### src/rtl/layer_collector.sv
// layer_collector: captures one layer's neuron outputs, requantizes them,
// streams them over valid/ready and reports the argmax of the vector.
// Ports: clk, rst_n (async low); capture + neuron_in[] (capture side);
//        busy, out_valid/out_ready/out_data/out_index/out_last (stream);
//        argmax_valid/argmax_idx/argmax_val (result of last full vector).
module layer_collector #(
    parameter int LAYER_DATA_WIDTH = 8,
    parameter int NUM_NEURONS      = 10,
    parameter int FRAC_SHIFT       = 4,
    parameter int IDX_W            = (NUM_NEURONS > 1) ? $clog2(NUM_NEURONS) : 1
) (
    input  logic                               clk,
    input  logic                               rst_n,
    input  logic                               capture,
    input  logic signed [LAYER_DATA_WIDTH+7:0] neuron_in [0:NUM_NEURONS-1],
    output logic                               busy,
    output logic                               out_valid,
    input  logic                               out_ready,
    output logic signed [LAYER_DATA_WIDTH-1:0] out_data,
    output logic [IDX_W-1:0]                   out_index,
    output logic                               out_last,
    output logic                               argmax_valid,
    output logic [IDX_W-1:0]                   argmax_idx,
    output logic signed [LAYER_DATA_WIDTH-1:0] argmax_val
);

    localparam int W  = LAYER_DATA_WIDTH;
    localparam int DW = LAYER_DATA_WIDTH + 8;
    localparam logic [IDX_W-1:0] LAST_IDX = IDX_W'(NUM_NEURONS - 1);

    // Saturation bounds expressed at input width so the compare is exact.
    localparam logic signed [DW-1:0] Q_MAX = {{(DW-W+1){1'b0}}, {(W-1){1'b1}}};
    localparam logic signed [DW-1:0] Q_MIN = {{(DW-W+1){1'b1}}, {(W-1){1'b0}}};

    typedef enum logic {
        S_IDLE,
        S_STREAM
    } state_t;

    state_t                r_state;
    state_t                w_state_next;
    logic [IDX_W-1:0]      r_idx;
    logic signed [W-1:0]   r_buf [0:NUM_NEURONS-1];
    logic signed [W-1:0]   w_q   [0:NUM_NEURONS-1];
    logic signed [W-1:0]   r_max_val;
    logic [IDX_W-1:0]      r_max_idx;
    logic                  r_argmax_valid;
    logic [IDX_W-1:0]      r_argmax_idx;
    logic signed [W-1:0]   r_argmax_val;

    logic                  w_accept;
    logic                  w_fire;
    logic                  w_is_last;
    logic signed [W-1:0]   w_cur;
    logic                  w_take;
    logic signed [W-1:0]   w_new_val;
    logic [IDX_W-1:0]      w_new_idx;

    // Arithmetic shift floors toward -inf; then clamp to the W-bit range.
    always_comb begin
        for (int i = 0; i < NUM_NEURONS; i++) begin
            logic signed [DW-1:0] q;
            q = neuron_in[i] >>> FRAC_SHIFT;
            if (q > Q_MAX)
                w_q[i] = Q_MAX[W-1:0];
            else if (q < Q_MIN)
                w_q[i] = Q_MIN[W-1:0];
            else
                w_q[i] = q[W-1:0];
        end
    end

    assign w_accept  = (r_state == S_IDLE) && capture;
    assign w_fire    = (r_state == S_STREAM) && out_ready;
    assign w_is_last = (r_idx == LAST_IDX);
    assign w_cur     = r_buf[r_idx];

    // Strict greater-than keeps the lowest index on ties.
    assign w_take    = (r_idx == '0) || (w_cur > r_max_val);
    assign w_new_val = w_take ? w_cur : r_max_val;
    assign w_new_idx = w_take ? r_idx : r_max_idx;

    always_comb begin
        w_state_next = r_state;
        unique case (r_state)
            S_IDLE:   if (capture) w_state_next = S_STREAM;
            S_STREAM: if (out_ready && w_is_last) w_state_next = S_IDLE;
            default:  w_state_next = S_IDLE;
        endcase
    end

    always_ff @(posedge clk or negedge rst_n) begin
        if (!rst_n)
            r_state <= S_IDLE;
        else
            r_state <= w_state_next;
    end

    always_ff @(posedge clk or negedge rst_n) begin
        if (!rst_n) begin
            r_idx          <= '0;
            r_max_val      <= '0;
            r_max_idx      <= '0;
            r_argmax_valid <= 1'b0;
            r_argmax_idx   <= '0;
            r_argmax_val   <= '0;
        end else if (w_accept) begin
            r_idx          <= '0;
            r_argmax_valid <= 1'b0;
        end else if (w_fire) begin
            r_max_val <= w_new_val;
            r_max_idx <= w_new_idx;
            if (w_is_last) begin
                r_argmax_valid <= 1'b1;
                r_argmax_idx   <= w_new_idx;
                r_argmax_val   <= w_new_val;
            end else begin
                r_idx <= r_idx + 1'b1;
            end
        end
    end

    // Buffer contents are meaningless outside STREAM, so no reset needed.
    always_ff @(posedge clk) begin
        if (w_accept) begin
            for (int i = 0; i < NUM_NEURONS; i++)
                r_buf[i] <= w_q[i];
        end
    end

    assign busy         = (r_state == S_STREAM);
    assign out_valid    = (r_state == S_STREAM);
    assign out_data     = out_valid ? w_cur : '0;
    assign out_index    = out_valid ? r_idx : '0;
    assign out_last     = out_valid && w_is_last;
    assign argmax_valid = r_argmax_valid;
    assign argmax_idx   = r_argmax_idx;
    assign argmax_val   = r_argmax_val;

endmodule
### config.mk
export PLATFORM = sky130hd
export DESIGN_NAME = layer_collector
export DESIGN_NICKNAME = d
export VERILOG_FILES = /design/src/rtl/layer_collector.sv
export SDC_FILE = /design/constraint.sdc
export NUM_CORES = 1
export LEC_CHECK = 0
export CAP_MARGIN = 40
export CORE_UTILIZATION = 35
export CTS_CLUSTER_DIAMETER = 120
export DETAILED_ROUTE_END_ITERATION = 6
export PLACE_DENSITY = 0.73
export SYNTH_ARGS = -nofsm -noshare
export SYNTH_HDL_FRONTEND = slang
export SYNTH_SLANG_ARGS = --single-unit
### constraint.sdc
create_clock -name clk -period 5.9 [get_ports clk]
set_input_delay 0.59 -clock clk [delete_from_list [all_inputs] [get_ports clk]]
set_output_delay 0.59 -clock clk [all_outputs]
set_load 0.005 [all_outputs]
Word-level counts from Yosys, hierarchy flattened

Memories as Yosys holds them, arrays and structs flattened.
Index checks and enable logic that the tools add are counted.

Register bits after elaboration: 30
Bits in writable memories: 80
Input bits: 164
Word-level logic and storage cells: 81
Memories kept: 1

Memory list:

| memory | depth | width | rd ports | clocked after memory_dff | write ports | line | RTL |
|---|---|---|---|---|---|---|---|
| r_buf  | 10    | 8     | 1        | 0                        | 10          | 43   | `logic signed [W-1:0] r_buf [0:NUM_NEURONS-1];` |

Add/sub/neg operators: 1
Magnitude comparators: 21
Equality and inequality tests: 2
Muxes and demuxes: 35
Bitwise gates (word level): 2
Reduce and logical (&&, ||, !) cells: 12

Operator list:

| operator                                                               | count |
|---|---|
| 8-bit two-way mux                                                      | 22 |
| 12-bit by 8-bit > comparator with 1-bit output (second input constant) | 10 |
| 12-bit by 8-bit < comparator with 1-bit output (second input constant) | 10 |
| 4-bit two-way mux                                                      | 5 |
| 8-bit > comparator                                                     | 1 |
| 1-bit two-way mux                                                      | 7 |
| 2-bit AND reduction                                                    | 3 |
| 4-bit by 1-bit adder with 4-bit output (second input constant)         | 1 |
| 4-bit == test (second input constant)                                  | 1 |
| 1-bit logical AND                                                      | 4 |
| 4-bit zero test                                                        | 1 |
| 2-bit nonzero test                                                     | 2 |
| 3-bit AND reduction                                                    | 1 |
| 2-bit inequality test (second input constant)                          | 1 |
| 1-bit NOT                                                              | 2 |
| 1-bit case mux with 2 select lines                                     | 1 |
| 1-bit logical OR                                                       | 1 |

Longest topological paths before layout

Word-level depth: 4
Depth in mapped cells: 12
Depth with buffers taken out: 10

Least setup slack after synthesis

Ideal clock, no wire load.

Path kind: register -> register
From: reg r_state (netlist: busy)
To: mem r_buf[0][0] (netlist name), enable pin
Arrival time: 4,259 ps
Path slack: 1,106 ps
Cell stages (with the launch flop): 3
Clock period less this slack: 4,794 ps
Cells stage by stage: dfrtp_1 > clkbuf_1 > nor2b_1

RTL lines:

| item                   | line | RTL |
|---|---|---|
| start, declared        | 40   | `state_t r_state;` |
| start signal, assigned | 96   | `r_state <= w_state_next;` |
| end, declared          | 43   |  |

Final worst setup path

From: reg r_idx[0]
To: reg r_max_idx[3]

Longest elaborated chain between the ends: 4
Elaborated cells between the ends (all ways): 5
Those cells by class: order compare: 1; mux: 1; reduce/logical: 2; memory: 1

RTL lines:

| item                   | line | RTL |
|---|---|---|
| start, declared        | 42   | `logic [IDX_W-1:0] r_idx;` |
| start signal, assigned | 118  | `r_idx <= r_idx + 1'b1;` |
| memory 10 x 8 bit      | n/a  |  |
| 8-bit > comparator     | 79   | `assign w_take = (r_idx == '0) \|\| (w_cur > r_max_val);` |
| 1-bit logical OR (*)   | 79   |  |
| 4-bit two-way mux (*)  | 81   | `assign w_new_idx = w_take ? r_idx : r_max_idx;` |
| end signal, assigned   | 112  | `r_max_idx <= w_new_idx;` |
| end, declared          | 46   | `logic [IDX_W-1:0] r_max_idx;` |

Mark *: on every way between the ends. The rest lies on a longest branch, timed or not.
A chain may end at the register's enable or synchronous reset.

==> flow_metrics.py <==
metrics = {
    "routing": {
        "dr.pass1.iters": 5,
        "wl_per_cell_um": 17.2,
        "vias": 4004,
        "antenna_left": 0,
        "drc": 0,
        "vias_per_cell": 5.14,
        "wirelength_mm": 13.4,
        "drt_first_iter_violations": 274,
    },
    "critical_path": {
        "path_buf_inv": 1,
        "cp_max_fo": 21,
        "slowest_delay_ns": 0.71,
        "critical_path_arrival_ns": 4.36,
        "critPathKind": "reg2reg",
        "cp_cell_sequence": "buf_12, mux4_2, nor2b_4, a211oi_2, a21oi_1, ha_1, nand4_1, a211oi_1, o31ai_1, a21oi_2, mux2_2",
        "crit_path_start_kind": "flop",
        "slowest_stage": "a21oi_2",
        "cp_data_required_time_ns": 6.14,
        "end_kind": "flop",
        "cp_top_family": "compound AO/OA/AOI/OAI gates",
    },
    "timing": {
        "hold_viol": 0,
        "relSlewSlack": 0.389,
        "tns_ns": 0,
        "period_minus_slack_ns": 4.13,
        "drv_slew": 0,
        "max_clock_freq_ghz": 0.242,
        "hold-worst-slack_ns": 0.488,
        "setup_violations": 0,
        "finClkSkew_ns": 0.00733,
        "period_share": 0.699,
        "rsz0062_at_grt": "false",
        "worst_pin_slew_ns": 0.917,
    },
    "synth": {
        "yosysWarningCount": 0,
        "synth.most_common_cell": "edfxtp_1",
        "synth_edf_count": 80,
        "ys_types": 48,
        "yosysTopAreaCellShare": 0.429,
        "synth_commonest_cells": "edfxtp_1, o21a_1, dfrtp_1",
        "yosys_register_bits": 110,
        "syn_nets": 596,
        "ys_seq_area_frac": 0.563,
        "syn-instance-count": 421,
        "synthesis.area_um2": 5600,
        "synth_area_leaders": "edfxtp_1, dfrtp_1, o21a_1, mux4_2, ha_1",
        "syn_avg_cell_area_um2": 13.3,
        "async_reset_ff_frac": 0.273,
        "yosys.area.top_type": "edfxtp_1",
        "ys.flop_type": "edfxtp_1",
    },
    "finish": {
        "multi_input_area_um2": 2230,
        "drive_above_1_share": 0.106,
        "fillers": 1340,
        "finalNonFillerCells": 779,
        "final-seq-area_um2": 3150,
        "utilization": 0.497,
        "fin_nets": 738,
        "area_delta_synth_final_pct": 36.8,
        "diodes": 0,
    },
    "place": {
        "placed_cells": 763,
        "io_buffer_count": 151,
        "place.gp.congestion": 0.833,
        "hpwlAfterDp_mm": 10.1,
    },
    "run": {
        "drv_cap": 0,
    },
    "floorplan": {
        "die_h_um": 128,
        "rows": 45,
        "die-width_um": 128,
        "core_um2": 15400,
        "ios": 192,
        "start_util": 0.363,
        "die_area_um2": 16500,
    },
    "grt": {
        "grt_use_total": 0.173,
        "grt_max_degree": 54,
        "antenna_found_initial": 0,
        "grt_overflow": 0,
        "grt_pass1_wl_mm": 21.3,
        "grt_pass1_vias": 4113,
    },
    "power": {
        "max-vdd-ir-drop_mv": 0.219,
        "power_mw": 3.32,
        "p_leak_nw": 2.76,
        "power_density_nw_per_um2": 434,
    },
    "clock_tree": {
        "ctsHtreeMaxLevel": 3,
        "cts_tree": "done",
        "ctsHoldBuffers": 0,
        "cts-resized-gates": 0,
        "cts-root-buf": "clkbuf_16",
        "clk_pin_slew_ns": 0.07,
        "cts_buffers": 9,
        "worstSkewPairLatency_ns": 0.35,
        "cts.sinks": 110,
        "cts_setup_buffers": 0,
        "cts_max_path_buffers": 2,
    },
    "status": {
        "outcome": "completed",
    },
    "worst_hold_path": {
        "worst_hold_path_type": "reg2reg",
    },
}
## through the flow
stage | area, um^2 | worst slack, ns
floorplan | 5600 | 1.11
global placement | 7250 | 1.53
detailed placement | 7350 | 1.79
CTS | 7660 | 1.77
global route | 7660 | 1.50
finish | 7660 | 1.77
## flip-flops by register name, summed over array words and instances (netlist names)
register,count
r_buf,80
r_idx,4
r_max_idx,4
argmax_val,8
r_max_val,8
busy,1
argmax_idx,4
argmax_valid,1
## kinds of logic after synthesis
group	count (synthesis)	synth area share
adders and majority gates	11	0.0246
muxes	36	0.109
AOI/OAI and AO/OA	129	0.167
buffers and inverters	43	0.0400
DFF	110	0.563
xor gates and xnor gates	3	0.00469
and+or+nand+nor	89	0.0916
## routing by layer
metal  wire length (um)  GRT usage  vias to the layer above
met5                  0          0                        -
met4                255     0.0706                        0
met3                883     0.0345                       23
met2               6680      0.290                      176
met1               5590      0.220                     1909
li1                   -          -                     1896
## worst reg2reg max path, stage by stage, from the launching register on
cell and delay [ns]:
dfrtp_2 0.61, buf_12 0.25, mux4_2 0.55, nor2b_4 0.14
a211oi_2 0.32, a21oi_1 0.14, ha_1 0.32, nand4_1 0.15
a211oi_1 0.26, o31ai_1 0.15, a21oi_2 0.71, mux2_2 0.42
## layout by cell type, fill, tap and decap left out, drive strengths merged, types with 8 or more instances in the layout
cell,Yosys,routed
clkdlybuf4s50,0,151
and2,12,12
a211oi,8,8
nor2,20,20
o21a,70,70
clkbuf,21,9
mux4,16,16
nand4,11,11
ha,11,11
buf,7,8
mux2,11,11
mux2i,9,9
edfxtp,80,80
o21ai,13,13
nand2,18,18
nor4,10,10
dfrtp,30,30
nor2b,10,10
a21oi,17,17
inv,14,15
## power by group
| part | switching, mW | total [mW] | internal, mW |
|---|---|---|---|
| registers | 0.105 | 1.09 | 0.985 |
| logic | 0.761 | 1.59 | 0.830 |
| clock network | 0.270 | 0.640 | 0.369 |
| total | 1.14 | 3.32 | 2.18 |
## cell type report
| type | count | area share |
|---|---|---|
| Sequential cell | 110 | 0.412 |
| Multi-Input combinational cell | 268 | 0.291 |
| Timing Repair Buffer | 159 | 0.215 |
| Tap cell | 211 | 0.0345 |
| Clock buffer | 9 | 0.0294 |
| Clock inverter | 7 | 0.0114 |
| Inverter | 15 | 0.00735 |
## worst paths after layout
kind | from | end | slack [ns] | depth (start not counted)
max | r_idx[0] | r_max_idx[3] | 1.77 | 11
min | argmax_idx[3] | argmax_idx[3] | 0.49 | 2
max reg2reg | r_idx[0] | r_max_idx[3] | 1.77 | 11
min reg2reg | argmax_idx[3] | argmax_idx[3] | 0.49 | 2
max in group asynchronous | rst_n | r_idx[0] | 4.95 | 2
min in group asynchronous | rst_n | argmax_idx[2] | 0.63 | 2
Note: power is estimated with default switching activity, not from simulation.
